[config.mk]
export PLATFORM = sky130hd
export DESIGN_NAME = mux_arbiter
export DESIGN_NICKNAME = d
export VERILOG_FILES = /design/src/rtl/mux_arb_pkg.sv /design/src/rtl/mux_arb_hold_cnt.sv /design/src/rtl/mux_arbiter.sv
export SDC_FILE = /design/constraint.sdc
export NUM_CORES = 1
export LEC_CHECK = 0
export ABC_AREA = 1
export BUFFER_PORTS_ARGS = -buffer_cell sky130_fd_sc_hd__buf_2
export CORE_MARGIN = 2
export CORE_UTILIZATION = 47
export CTS_CLUSTER_SIZE = 28
export DETAILED_ROUTE_END_ITERATION = 6
export GPL_TIMING_DRIVEN = 1
export PLACE_DENSITY = 0.85
export SKIP_CTS_REPAIR_TIMING = 1
export SLEW_MARGIN = 20
export SYNTH_ARGS = -nofsm -noshare
export SYNTH_HDL_FRONTEND = slang
export SYNTH_SLANG_ARGS = --single-unit
[constraint.sdc]
create_clock -name clk -period 2.8 [get_ports clk]
set_input_delay 0.28 -clock clk [delete_from_list [all_inputs] [get_ports clk]]
set_output_delay 0.28 -clock clk [all_outputs]
set_load 0.02 [all_outputs]
[src/rtl/mux_arb_pkg.sv]
// mux_arb_pkg: shared types and constants for the two-requester mux arbiter.
// Holds the grant FSM state encoding and the mux select values.
package mux_arb_pkg;

    typedef enum logic [1:0] {
        IDLE    = 2'd0,
        GRANT_A = 2'd1,
        GRANT_B = 2'd2
    } arb_state_t;

    localparam logic SEL_A = 1'b0;
    localparam logic SEL_B = 1'b1;

endpackage

[src/rtl/mux_arb_hold_cnt.sv]
// mux_arb_hold_cnt: saturating up-counter with synchronous clear.
// Ports: clk, rst (sync, active-high), clr (zero next cycle), cnt (current count).
module mux_arb_hold_cnt #(
    parameter int MAX = 4,
    parameter int W   = $clog2(MAX + 1)
) (
    input  logic         clk,
    input  logic         rst,
    input  logic         clr,
    output logic [W-1:0] cnt
);

    localparam logic [W-1:0] MAX_V = W'(MAX);

    logic [W-1:0] cnt_d;
    logic [W-1:0] cnt_q;

    always_comb begin
        cnt_d = cnt_q;
        if (clr) begin
            cnt_d = '0;
        end else if (cnt_q != MAX_V) begin
            cnt_d = cnt_q + 1'b1;
        end
    end

    always_ff @(posedge clk) begin
        if (rst) begin
            cnt_q <= '0;
        end else begin
            cnt_q <= cnt_d;
        end
    end

    assign cnt = cnt_q;

endmodule

[src/rtl/mux_arbiter.sv]
// mux_arbiter: round-robin two-requester arbiter with grant hold that drives the
// shared 2:1 mux select and registers the winner's data onto out_data/out_valid.
// Ports: clk, rst (sync, active-high); req_a/a_data, req_b/b_data (requesters);
// gnt_a, gnt_b, sel (registered grant/select); out_data, out_valid (registered output).
// Optional anti-starvation hold limit enabled by defining MUX_ARB_TIMEOUT_EN.
module mux_arbiter
    import mux_arb_pkg::*;
#(
    parameter int WIDTH    = 8,
    parameter int MAX_HOLD = 4
) (
    input  logic             clk,
    input  logic             rst,
    input  logic             req_a,
    input  logic [WIDTH-1:0] a_data,
    input  logic             req_b,
    input  logic [WIDTH-1:0] b_data,
    output logic             gnt_a,
    output logic             gnt_b,
    output logic             sel,
    output logic [WIDTH-1:0] out_data,
    output logic             out_valid
);

    if (MAX_HOLD < 1) begin : g_bad_hold
        $error("MAX_HOLD must be at least 1");
    end

    arb_state_t       state_d, state_q;
    logic             last_d, last_q;
    logic             sel_d, sel_q;
    logic [WIDTH-1:0] data_d, data_q;
    logic             valid_d, valid_q;
    logic             expired;

`ifdef MUX_ARB_TIMEOUT_EN
    localparam int CW = $clog2(MAX_HOLD + 1);
    // The count is the number of grant cycles already completed, so the
    // current cycle is cycle cnt+1; the limit is hit one count early.
    localparam logic [CW-1:0] LIM = CW'(MAX_HOLD - 1);

    logic [CW-1:0] hold_cnt;
    logic          hold_clr;

    assign hold_clr = (state_d != state_q) || (state_q == IDLE);
    assign expired  = (hold_cnt >= LIM);

    mux_arb_hold_cnt #(
        .MAX (MAX_HOLD),
        .W   (CW)
    ) u_hold_cnt (
        .clk (clk),
        .rst (rst),
        .clr (hold_clr),
        .cnt (hold_cnt)
    );
`else
    assign expired = 1'b0;
`endif

    assign gnt_a = (state_q == GRANT_A);
    assign gnt_b = (state_q == GRANT_B);

    always_comb begin
        state_d = state_q;
        unique case (state_q)
            IDLE: begin
                if (req_a && req_b) begin
                    state_d = (last_q == SEL_A) ? GRANT_B : GRANT_A;
                end else if (req_a) begin
                    state_d = GRANT_A;
                end else if (req_b) begin
                    state_d = GRANT_B;
                end
            end
            GRANT_A: begin
                if (!req_a || (expired && req_b)) begin
                    state_d = req_b ? GRANT_B : IDLE;
                end
            end
            GRANT_B: begin
                if (!req_b || (expired && req_a)) begin
                    state_d = req_a ? GRANT_A : IDLE;
                end
            end
            default: state_d = IDLE;
        endcase
    end

    // last tracks the most recent grantee; sel does the same but keeps its
    // reset value of A until the first grant, and both hold through IDLE.
    always_comb begin
        last_d = last_q;
        sel_d  = sel_q;
        unique case (state_d)
            GRANT_A: begin
                last_d = SEL_A;
                sel_d  = SEL_A;
            end
            GRANT_B: begin
                last_d = SEL_B;
                sel_d  = SEL_B;
            end
            default: ;
        endcase
    end

    always_comb begin
        data_d  = data_q;
        valid_d = 1'b0;
        unique case (1'b1)
            (gnt_a && req_a): begin
                data_d  = a_data;
                valid_d = 1'b1;
            end
            (gnt_b && req_b): begin
                data_d  = b_data;
                valid_d = 1'b1;
            end
            default: ;
        endcase
    end

    always_ff @(posedge clk) begin
        if (rst) begin
            state_q <= IDLE;
            last_q  <= SEL_B;
            sel_q   <= SEL_A;
            data_q  <= '0;
            valid_q <= 1'b0;
        end else begin
            state_q <= state_d;
            last_q  <= last_d;
            sel_q   <= sel_d;
            data_q  <= data_d;
            valid_q <= valid_d;
        end
    end

    assign sel       = sel_q;
    assign out_data  = data_q;
    assign out_valid = valid_q;

endmodule

---- Word-level counts from Yosys, hierarchy flattened ----
Index checks and enable logic that the tools add are counted.
operators by class
  eq/ne operators ......................... 4
  muxes and demuxes ....................... 12
  reduce and logical (&&, ||, !) cells .... 7
operators with widths
  kind                count
  $pmux 8 s2          1
  $mux 2              7
  $pmux 2 s3          1
  $eq 2x1->1 const B  2
  $eq 2x2->1 const B  2
  $reduce_bool 2->1   2
  $logic_and 1x1->1   3
  $logic_not 2->1     1
  $mux 1              2
  $pmux 1 s2          1
  $reduce_or 2->1     1
storage, ports and cells
  flip-flop bits (word level) ............. 13

---- Longest topological paths before layout ----
  depth after elaboration ................. 6
  mapped depth ............................ 9
  depth with buffers taken out ............ 8

---- Least setup slack after synthesis ----
OpenSTA, ideal clock, no wires.
  path type ............................... register to register
  from .................................... register state_q[0]
  to ...................................... register last_q
  setup time .............................. 0.127 ns
  arrival ................................. 1.282 ns
  data required time ...................... 2.673 ns
  setup slack ............................. 1.391 ns
  stages on the path, launching flop included .. 9
  buffers on the path ..................... 1
  cell sequence ........................... dfxtp_1 > inv_2 > nand3_4 > buf_6 > o211ai_2 > ha_1 > inv_1 > nand2_1 > o211ai_1
RTL lines
  item                                                    RTL line            RTL
  start, declared                                         mux_arbiter.sv:29   arb_state_t state_d, state_q;
  start signal, assigned                                  mux_arbiter.sv:132  state_q <= state_d;
  $eq 2x2->1 (tied with other cells)                      mux_arbiter.sv:66   unique case (state_q)
  $pmux 2 s3 (*)                                          mux_arbiter.sv:66
  via state_d[1]                                          mux_arbiter.sv:29
  $eq 2x2->1 / $eq 2x1->1 (equally long branches)         mux_arbiter.sv:95   unique case (state_d)
  $pmux 1 s2 / $reduce_bool 2->1 (equally long branches)  -
  end signal, assigned                                    mux_arbiter.sv:133  last_q <= last_d;
  end, declared                                           mux_arbiter.sv:30   logic last_d, last_q;
The timed path passes the listed nets; every way through them passes the cells marked *.
A chain may end at the register's enable or synchronous reset.

---- Worst setup path in the final report ----
  from .................................... register state_q[1]
  to ...................................... register sel_q, in the netlist sel
between the ends
  longest elaborated chain between the ends .. 6
ends and longest elaborated chain
  item                                                    RTL line            RTL
  $mux 2                                                  mux_arbiter.sv:72   end else if (req_b) begin
  $mux 2                                                  mux_arbiter.sv:70   end else if (req_a) begin
  $mux 2                                                  mux_arbiter.sv:68   if (req_a && req_b) begin
  $pmux 2 s3 (*)                                          mux_arbiter.sv:66
  $eq 2x2->1 / $eq 2x1->1 (equally long branches)         mux_arbiter.sv:95
  $pmux 1 s2 / $reduce_bool 2->1 (equally long branches)  -
  end signal, assigned                                    mux_arbiter.sv:134  sel_q <= sel_d;
  end, declared                                           mux_arbiter.sv:31   logic sel_d, sel_q;
Mark *: on every way between the ends. The rest lies on a longest branch, timed or not.

==> metrics.yaml <==
clocking:
  cts_sinks: 13
  clk_transition_reported_paths_ns: 0.08
  htree_num_levels: 1
  cts_max_path_buffers: 2
  clock_tree_from_tritoncts: "done"
  clk_lat_worst_skew_ns: 0.27
  clk_root_buffer_cell: "clkbuf_4"
  cts_inserted_buffers: 3
final_layout:
  drive_gt1_share_pct: 30.65
  layout.nets: 146
  num_antenna_cells: 0
  syn_to_final_growth_pct: 26.52
  number_of_non_filler_instances_in_the_completed_layout: 139
  fillers: 131
sta:
  setup_viol: 0
  worst_hold_slack_ns: 0.3036
  final-max-slew-violation-count: 0
  timing_hold_violations_final: 0
  post-route-period-util_pct: 59.72
  worstMarginPinSlew_ns: 0.3876
  grt_setup_unrepaired: "false"
  clock_skew_ns: 0.004832
  achievable-frequency_mhz: 598.1
  period_minus_slack_ns: 1.672
  worst_relative_slew_slack_pct: 74.13
  totalNegativeSetupSlack_ns: 0
worst_setup_path:
  critical_path_maximum_fanout: 11
  reg2reg_from: "state_q[1]"
  regToRegSetupSlack_ns: 1.13
  worst_r2r_path_depth: 6
  timing.critical_path.mode_cell: "inv_1"
  worst_path_max_delay_cell: "dfxtp_1"
  worstReg2RegEnd: "sel"
  worstSetupStartpointType: "flop"
  end_kind: "flop"
  endpoint_required_time_on_the_critical_path_ns: 3.01
  timing.critical_path.cells: "inv_1 -> o211ai_1 -> ha_1 -> inv_1 -> nand2_1 -> a21oi_1"
  worst_path_largest_cell_delay_ns: 0.56
  crit_type: "flop to flop"
  critPathArrivalTime_ns: 1.88
grt:
  first_global_vias: 592
  antenna_found_initial: 0
  globalRoute.totalOverflow: 0
  global_route.usage.total_pct: 17.29
  first_pass_grt_wire_length_mm: 2.339
  grt_max_degree: 19
worst_hold_path:
  min_delay_worst_endpoint: "out_data[5]"
  hold_path.class: "input pin to flop"
  min_from: "rst"
  hold_path_depth: 2
routing:
  detail_route.vias_per_cell: 5.180
  detail-route-antenna-nets: 0
  routed-via-count: 720
  detailedRoute.firstPassIterationCount: 6
  route.detailed.wl_per_inst_um: 10.72
  drt_first_iter_violations: 8
  drc: 0
  postRouteWirelength_mm: 1.490
place:
  routabilityCongestion: 0.8068
  count_of_input_and_output_buffers: 31
  dp.cells: 135
  hpwl_mm: 1.122
floorplanning:
  floorplan.die.width_um: 41.49
  floorplan.rows: 13
  dieArea_mm2: 0.001721
  top_level_ports: 32
  floorplan.core_area_mm2: 0.001301
  floorplan.initialDensity_pct: 50.77
  die-height_um: 41.49
logic_synthesis:
  synthesis.area_um2: 660.6
  syn_inst: 93
  sequential_element_share_of_the_synthesized_area_pct: 39.39
  ys_types: 17
  syn_nets: 114
  synth_warnings: 0
  avg_synthesized_cell_area_um2: 7.104
  synth_seq_cells: 13
pwr:
  total_power_divided_by_cell_area_mw_per_mm2: 521.5
  portion_of_total_power_attributed_to_sequential_cells_pct: 48.4
  internal_power_uw: 296.6
  total_leakage_power_nw: 0.4648
  power.switching_fraction_pct: 31.95
  total_switching_power_uw: 139.3
  p_clk_share_pct: 26.4
  worst_ir_drop_vdd_mv: 0.2845
  power_frac_comb_pct: 25.2
  report.power.total_uw: 435.8
job:
  drv_cap: 0
status:
  outcome: "completed"
stage by stage:
stage               worst slack (ns)  util (%)  area (um2)
floorplan                      1.391         -       660.6
global placement               1.291     62.21       809.5
detailed placement             1.190     62.21       809.5
CTS                            1.164     64.23       835.8
global route                   1.023     64.23       835.8
finish                         1.128     64.23       835.8
worst max-delay path, delay by kind of cell (launching register included):
| family | cells | cell delay (ns) |
|---|---|---|
| buffers and inverters | 2 | 0.27 |
| flip-flops | 1 | 0.56 |
| AO/OA/AOI/OAI | 2 | 0.42 |
| adder cells (fa/ha/maj) | 1 | 0.29 |
| AND/OR/NAND/NOR | 1 | 0.07 |
power groups by stage:
stage	Combinational, mW	Clock [mW]	Sequential (mW)
6_report	0.110	0.115	0.211
2_1_floorplan	0.0679	0	0.223
3_5_place_dp	0.109	0	0.215
5_1_grt	0.120	0.132	0.213
3_3_place_gp	0.107	0	0.215
4_1_cts	0.110	0.120	0.211
worst max path at each step:
stage	start	cells past startpoint	end	slack (ns)
6_report	state_q[1]	6	sel	1.13
5_1_grt	state_q[1]	6	sel	1.02
4_1_cts	state_q[1]	6	sel	1.16
3_5_place_dp	state_q[1]	6	sel	1.19
3_3_place_gp	state_q[1]	7	last_q	1.29
2_1_floorplan	state_q[0]	8	last_q	1.39
sequential cells by signal, summed over array words and instances (netlist names):
name       flops
out_data       8
last_q         1
out_valid      1
sel            1
state_q        2
final cells by class:
class                   instances  area [um2]  area share [%]
inverters                      11       41.29           4.940
flip-flops and latches         13       260.3           31.14
well taps                      15       18.77           2.246
repair buffers                 31       155.1           18.56
multi-input cells              65       334.1           39.97
clock buffers                   4       26.28           3.144
cell usage in the layout (no fill, tap or decap):
cell type	n
nand3_2	1
o211ai_1	2
a21oi_1	8
clkbuf_1	1
o211ai_2	1
nand4_1	8
ha_1	1
dfxtp_1	13
nor2_1	3
buf_2	31
o21ai_0	1
inv_1	10
inv_2	1
nand3_4	1
nand2_1	28
nand3_1	11
clkbuf_4	3
cells by family after synthesis:
| group | Yosys count | share of synthesized area (%) |
|---|---|---|
| buf+inv | 15 | 10.04 |
| fa+ha+maj | 1 | 1.894 |
| simple gates | 52 | 37.69 |
| compound gates | 12 | 10.98 |
| flops | 13 | 39.39 |
per-layer routing:
metal	wire, um	vias to the layer above	share of wire (%)	GRT usage (%)
li1	-	373	-	-
met1	685	323	46	20.54
met2	696	24	47	29.38
met3	109	0	7.3	5.217
met4	0	0	0	5.806
met5	0	-	0	0
synth_stat cells (all sizes together):
| master | count | area share, % |
|---|---|---|
| nand3 | 13 | 13 |
| buf | 3 | 3.2 |
| dfxtp | 13 | 39 |
| a21oi | 8 | 6.1 |
| clkbuf | 1 | 0.57 |
| nor2 | 3 | 1.7 |
| nand4 | 8 | 7.6 |
| nand2 | 28 | 16 |
| o211ai | 3 | 4.2 |
| inv | 11 | 6.3 |
| ha | 1 | 1.9 |
| o21ai | 1 | 0.76 |
(Power assumes the default switching activity.)
